`src/rtl/rf_writeback_queue.sv`:
```
// rf_writeback_queue: arbitrates EXU/LSU results into an in-order FIFO feeding the RF write port.
// Debug writes take the port ahead of the queue. A pending bitmap tracks queued destinations.
module rf_writeback_queue #(
   parameter int ADDR_WIDTH = 5,
   parameter int WORD_LEN   = 32,
   parameter int DEPTH      = 4
) (
   input  logic                      i_clk,
   input  logic                      i_reset,
   input  logic                      i_exu_valid,
   output logic                      o_exu_ready,
   input  logic [ADDR_WIDTH-1:0]     i_exu_rd,
   input  logic [WORD_LEN-1:0]       i_exu_data,
   input  logic                      i_lsu_valid,
   output logic                      o_lsu_ready,
   input  logic [ADDR_WIDTH-1:0]     i_lsu_rd,
   input  logic [WORD_LEN-1:0]       i_lsu_data,
   input  logic                      i_dbg_wen,
   input  logic [ADDR_WIDTH-1:0]     i_dbg_waddr,
   input  logic [WORD_LEN-1:0]       i_dbg_wdata,
   output logic                      o_rf_wen,
   output logic [ADDR_WIDTH-1:0]     o_rf_waddr,
   output logic [WORD_LEN-1:0]       o_rf_wdata,
   output logic [2**ADDR_WIDTH-1:0]  o_pending,
   output logic [$clog2(DEPTH):0]    o_count,
   output logic                      o_full,
   output logic                      o_empty
);
   localparam int AW = $clog2(DEPTH);
   localparam int NR = 2**ADDR_WIDTH;
   logic [ADDR_WIDTH-1:0] r_rd [DEPTH];
   logic [WORD_LEN-1:0]   r_data [DEPTH];
   logic [DEPTH-1:0]      r_vld;
   logic [AW-1:0]         r_wptr, r_rptr;
   logic [AW:0]           r_count;
   logic                  r_rr;
   logic [NR-1:0]         r_pending;
   logic                  w_space, w_conf, w_take_exu, w_take_lsu, w_enq, w_deq;
   logic [ADDR_WIDTH-1:0] w_rd;
   logic [WORD_LEN-1:0]   w_dat;
   logic [DEPTH-1:0]      w_vld_nxt;
   logic [NR-1:0]         w_pend_nxt;
   assign w_space     = r_count < (AW+1)'(DEPTH);
   assign w_conf      = i_exu_valid & i_lsu_valid & w_space;
   // r_rr == 0 means EXU wins the next conflict
   assign o_exu_ready = w_space & (~i_lsu_valid | ~r_rr);
   assign o_lsu_ready = w_space & (~i_exu_valid | r_rr);
   assign w_take_exu  = i_exu_valid & o_exu_ready;
   assign w_take_lsu  = i_lsu_valid & o_lsu_ready;
   assign w_rd        = w_take_lsu ? i_lsu_rd : i_exu_rd;
   assign w_dat       = w_take_lsu ? i_lsu_data : i_exu_data;
   assign w_enq       = (w_take_exu | w_take_lsu) & (|w_rd);
   assign w_deq       = ~i_dbg_wen & ~o_empty;
   assign o_count     = r_count;
   assign o_full      = ~w_space;
   assign o_empty     = r_count == '0;
   assign o_pending   = r_pending;
   assign o_rf_wen    = i_dbg_wen | ~o_empty;
   assign o_rf_waddr  = i_dbg_wen ? i_dbg_waddr : o_empty ? '0 : r_rd[r_rptr];
   assign o_rf_wdata  = i_dbg_wen ? i_dbg_wdata : o_empty ? '0 : r_data[r_rptr];
   always_comb begin
      w_vld_nxt  = r_vld;
      w_pend_nxt = '0;
      for (int i = 0; i < DEPTH; i++) begin
         if (w_deq && r_rptr == AW'(i)) w_vld_nxt[i] = 1'b0;
         if (w_enq && r_wptr == AW'(i)) w_vld_nxt[i] = 1'b1;
         if (w_vld_nxt[i]) w_pend_nxt[(w_enq && r_wptr == AW'(i)) ? w_rd : r_rd[i]] = 1'b1;
      end
   end
   always_ff @(posedge i_clk) begin
      if (!i_reset) begin
         r_wptr    <= '0;
         r_rptr    <= '0;
         r_count   <= '0;
         r_vld     <= '0;
         r_rr      <= 1'b0;
         r_pending <= '0;
      end else begin
         if (w_enq) begin
            r_rd[r_wptr]   <= w_rd;
            r_data[r_wptr] <= w_dat;
            r_wptr         <= r_wptr + 1'b1;
         end
         if (w_deq) r_rptr <= r_rptr + 1'b1;
         if (w_conf) r_rr <= ~r_rr;
         r_count   <= r_count + {{AW{1'b0}}, w_enq} - {{AW{1'b0}}, w_deq};
         r_vld     <= w_vld_nxt;
         r_pending <= w_pend_nxt;
      end
   end
endmodule

```
`config.mk`:
```
export PLATFORM = sky130hd
export DESIGN_NAME = rf_writeback_queue
export DESIGN_NICKNAME = d
export VERILOG_FILES = /design/src/rtl/rf_writeback_queue.sv
export SDC_FILE = /design/constraint.sdc
export NUM_CORES = 1
export LEC_CHECK = 0
export CORE_ASPECT_RATIO = 1.1
export CORE_UTILIZATION = 56
export DETAILED_ROUTE_END_ITERATION = 16
export PLACE_DENSITY_LB_ADDON = 0.25
export SLEW_MARGIN = 20
export SYNTH_ARGS = -nofsm -noshare
export SYNTH_HDL_FRONTEND = slang
export SYNTH_SLANG_ARGS = --single-unit
```
`constraint.sdc`:
```
create_clock -name i_clk -period 9.5 [get_ports i_clk]
set_input_delay 2.85 -clock i_clk [delete_from_list [all_inputs] [get_ports i_clk]]
set_output_delay 2.85 -clock i_clk [all_outputs]
set_load 0.01 [all_outputs]
```
; ---- Word-level counts from Yosys, hierarchy flattened
; Memories as Yosys holds them, arrays and structs flattened. A register that Yosys moved wholly into a read port is not among the register bits.
; Cells that the tools add are included.
[op_classes]
reduce_logical = 16
mux = 37
bitwise_logic = 21
n_eq_ne = 6
n_addsub = 4
order_cmp = 9
[op_table]
columns = operator, count
row1 = 2-to-1 mux 32 bit, 7
row2 = bitwise OR 32 bit, 3
row3 = 2-to-1 mux 5 bit, 7
row4 = less-than comparator 5 x 6 -> 1 bit (second input constant), 4
row5 = demux 1 bit (select 5 bit), 4
row6 = >= comparator 5 x 1 -> 1 bit (second input constant), 4
row7 = 2-to-1 mux 1 bit, 15
row8 = logical AND 1 bit, 12
row9 = bitwise AND 1 bit, 8
row10 = == test 2 bit (second input constant), 4
row11 = 2-to-1 mux 2 bit, 4
row12 = inverter 1 bit, 6
row13 = OR reduction 5 bit, 1
row14 = adder 2 x 1 -> 2 bit (second input constant), 2
row15 = == test 2 x 1 -> 1 bit (second input constant), 2
row16 = logical NOT 2 bit, 2
row17 = bitwise OR 1 bit, 4
row18 = adder 3 x 1 -> 3 bit, 1
row19 = logical NOT 3 bit, 1
row20 = less-than comparator 3 bit (second input constant), 1
row21 = subtractor 3 x 1 -> 3 bit, 1
[word_totals]
elab_cells = 101
ramBits = 148
memories = 2
register_bits = 44
out_inout_bits = 77
[memory_table]
columns = memory, words, width, read_ports, rd_ports_with_merged_regs, write_ports, line
row1 = r_data, 4, 32, 1, 1, 1, 32  ; logic [WORD_LEN-1:0] r_data [DEPTH];
row2 = r_rd, 4, 5, 5, 1, 1, 31  ; logic [ADDR_WIDTH-1:0] r_rd [DEPTH];

; ---- Logic depth before layout (Yosys ltp)
[logic_depth]
word_depth = 20
depth_mapped = 17
ltp_nobuf = 13

; ---- Least setup slack after synthesis
; OpenSTA, ideal clock, no wires.
[synth_timing]
path_type = in2out
start = input i_dbg_wen
end = output o_rf_wdata[10]
stages = 3
arrival_time_ns = 3.620
n_path_buf = 2
slack_ns = 3.030
path_cell_list = clkbuf_1 clkbuf_1 a22o_1
[synth_via]
elab_chain_cells = 1
[synth_rtl]
columns = element, line
row1 = "start, declared", 18  ; input logic i_dbg_wen,
row2 = 2-to-1 mux 32 bit, 60  ; assign o_rf_wdata = i_dbg_wen ? i_dbg_wdata : o_empty ? '0 : r_data[r_rptr];
row3 = "end, declared", 23  ; output logic [WORD_LEN-1:0] o_rf_wdata,
; Every way passes these cells.

; ---- Final worst setup path
[layout_timing]
start = input i_dbg_wen
end = output o_rf_wdata[21]
; The elaborated chain is that of the path after synthesis.

==> flow_metrics.tcl <==
set metrics [dict create \
    hpwl_mm 19.5 \
    vias 7545 \
    comb_power_share_pct 33.5 \
    ys_types 67 \
    ys_seq_elements 194 \
    p_sw_share_pct 34.1 \
    placed_area_um2 11700 \
    tightest_slew_ns 1.14 \
    syn_to_final_growth_pct 28.1 \
    path_max_fanout 41 \
    internal-power_mw 1.84 \
    firstDrtPassIters 5 \
    yosysMostFrequentCell "edfxtp_1" \
    design_area_um2 12400 \
    hold_path.class "reg2reg" \
    grt_antenna_before_repair 0 \
    hold_buffers 0 \
    fp.dieW_um 127 \
    synthCells 717 \
    fin_cells 1135 \
    netlist_top_cells_area "edfxtp_1, dfxtp_1, mux4_2" \
    die_y_um 140 \
    post-cts-setup-buffers 0 \
    endpoint_kind "primary output" \
    root_buffer "clkbuf_16" \
    clockPowerShare_pct 27.5 \
    period_share_pct 83.9 \
    synth_top_area_cell "edfxtp_1" \
    required_ns 6.65 \
    drv_cap 0 \
    pwr-share-seq_pct 39.1 \
    fmax_mhz 126 \
    p_switching_uw 952 \
    grt_use_total_pct 32.9 \
    dieArea_um2 17800 \
    hold_depth 2 \
    layout_min_cycle_time_ns 7.97 \
    grt_max_degree 42 \
    antenna_left 0 \
    crit_type "in2out" \
    slowest_delay_ns 1.00 \
    path_cells "buf_2 -> nor2_4 -> a22o_1 -> clkdlybuf4s50_1" \
    fin_util_pct 73.1 \
    synth_seq_area_share_pct 55.5 \
    syn_nets 844 \
    start_kind "primary input" \
    slew_viol_final 0 \
    cts.sinks 194 \
    grt_overflow 0 \
    p_leak_nw 4.12 \
    routabilityCongestion 0.950 \
    grt_pass1_wl_mm 43.4 \
    synth_top_area_share_pct 45.9 \
    drtIter0Drc 667 \
    wl_per_cell_um 25.1 \
    syn_avg_cell_area_um2 13.5 \
    async_reset_ff_share_pct 0 \
    insertion_delay_ns 0.45 \
    nets 1015 \
    ctsResizeCount 0 \
    clk_pin_slew_ns 0.08 \
    fp.coreArea_um2 17000 \
    finalHoldViolCount 0 \
    grt_pass1_vias 7704 \
    status "finished clean" \
    p_total_mw 2.79 \
    synth_flop_cell "edfxtp_1" \
    p_per_area_nw_per_um2 225 \
    ys.warnings.count 0 \
    syn_area_um2 9680 \
    drt_wl_total_mm 28.5 \
    ir_drop_mv 0.166 \
    setup_viol 0 \
    rsz0062_at_grt "no" \
    htreeDepth 4 \
    critPathArrivalTime_ns 5.12 \
    relSlewSlack_pct 24.0 \
    viasPerCell 6.65 \
    num_antenna_cells 0 \
    cts_buffers 17 \
    netlist_top_cells_count "edfxtp_1, dfxtp_1, mux2_2, a22o_1, mux4_2" \
    slowest_stage "nor2_4" \
    remaining_drc_errors 0 \
    r2r_cells 7 \
    synth_enable_flop_cells 148 \
    cts_buffer_depth 2 \
    ioPinCount 193 \
    initial_utilization_pct 57.1 \
    numPortBuffers 192 \
    cts_tree "done" \
    numPlacedInstances 1103 \
    fin_tns_setup_ns 0 \
    drive_gt1_share_pct 15.8 \
    finalClockSkew_ns 0.0118 \
    num_rows 50 \
]
worst paths after layout:
kind,start,end,slack [ns]
worst max-delay path,i_dbg_wen,o_rf_wdata[21],1.53
worst min-delay path,r_vld[3],r_vld[3],0.51
worst max register to register,o_count[2],o_pending[15],5.72
worst min register to register,r_vld[3],r_vld[3],0.51
per-stage QoR:
step / hold WS, ns / setup WS [ns]
2_1_floorplan: 0.459 / 3.03
3_3_place_gp: 0.481 / 1.84
3_5_place_dp: 0.493 / 1.58
4_1_cts: 0.503 / 1.53
5_1_grt: 0.544 / 1.46
6_report: 0.507 / 1.53
cell families after synthesis:
logic type      Yosys count  share of synthesized area (%)
compound gates          204                           16.6
flops                   194                           55.5
simple gates            152                           8.59
mux                      91                           14.8
buf+inv                  60                           2.60
fa+ha+maj                11                           1.50
xor+xnor                  5                          0.453
metal layers:
metal	vias to the layer above	part of all wire, %	GRT usage (%)	wire [um]
met5	-	0	0	0
met4	0	4.7	18.8	1340
met3	99	7.2	5.77	2060
met2	445	51	55.4	14500
met1	3712	37	39.9	10600
li1	3289	-	-	-
cell usage in the layout, fill, tap and decap left out, types with 8 or more instances in the layout:
cell type	netlist	final
a21oi_1	17	17
a22o_1	38	38
and2_1	9	9
and3_1	13	9
clkbuf_16	0	17
clkdlybuf4s50_1	0	191
dfxtp_1	46	44
edfxtp_1	148	148
ha_1	10	10
inv_1	14	14
mux2_2	44	44
mux2i_1	10	10
mux4_2	37	37
nand2_1	32	31
nand3_1	16	16
nand4_1	8	8
nor2_1	19	18
nor2b_1	10	10
nor3_1	10	10
o211ai_1	9	9
o21a_1	11	11
o21ai_0	15	15
o221ai_1	10	10
o22ai_1	18	18
o32ai_1	19	19
state kept, by name, indices dropped and copies added, names as in the netlist, named ones only:
| signal | count |
|---|---|
| o_count | 3 |
| r_vld | 4 |
| r_data | 128 |
| r_wptr | 2 |
| r_rptr | 2 |
| o_pending | 32 |
| r_rr | 1 |
| r_rd | 20 |
power by group through the flow:
stage | registers (mW) | clock network [mW] | logic [mW]
2_1_floorplan | 1.08 | 0 | 0.575
3_3_place_gp | 1.10 | 0 | 0.897
3_5_place_dp | 1.11 | 0 | 0.916
4_1_cts | 1.09 | 0.773 | 0.927
5_1_grt | 1.10 | 0.802 | 0.990
6_report | 1.09 | 0.767 | 0.935
layout make-up:
class | instances | area [um^2]
multi-input combinational | 463 | 4070
tap | 234 | 293
sequential | 194 | 5370
inverter | 14 | 52.6
timing repair buffer | 198 | 1960
clock buffer | 17 | 425
fill | 1034 | 4560
clock inverter | 15 | 220
worst max-delay path: cells and delay by family:
| family | cells | cell delay [ns] |
|---|---|---|
| and+or+nand+nor | 1 | 1.00 |
| buffers and inverters | 2 | 0.94 |
| AOI/OAI and AO/OA | 1 | 0.28 |
Power figures use the tool's default switching activity.
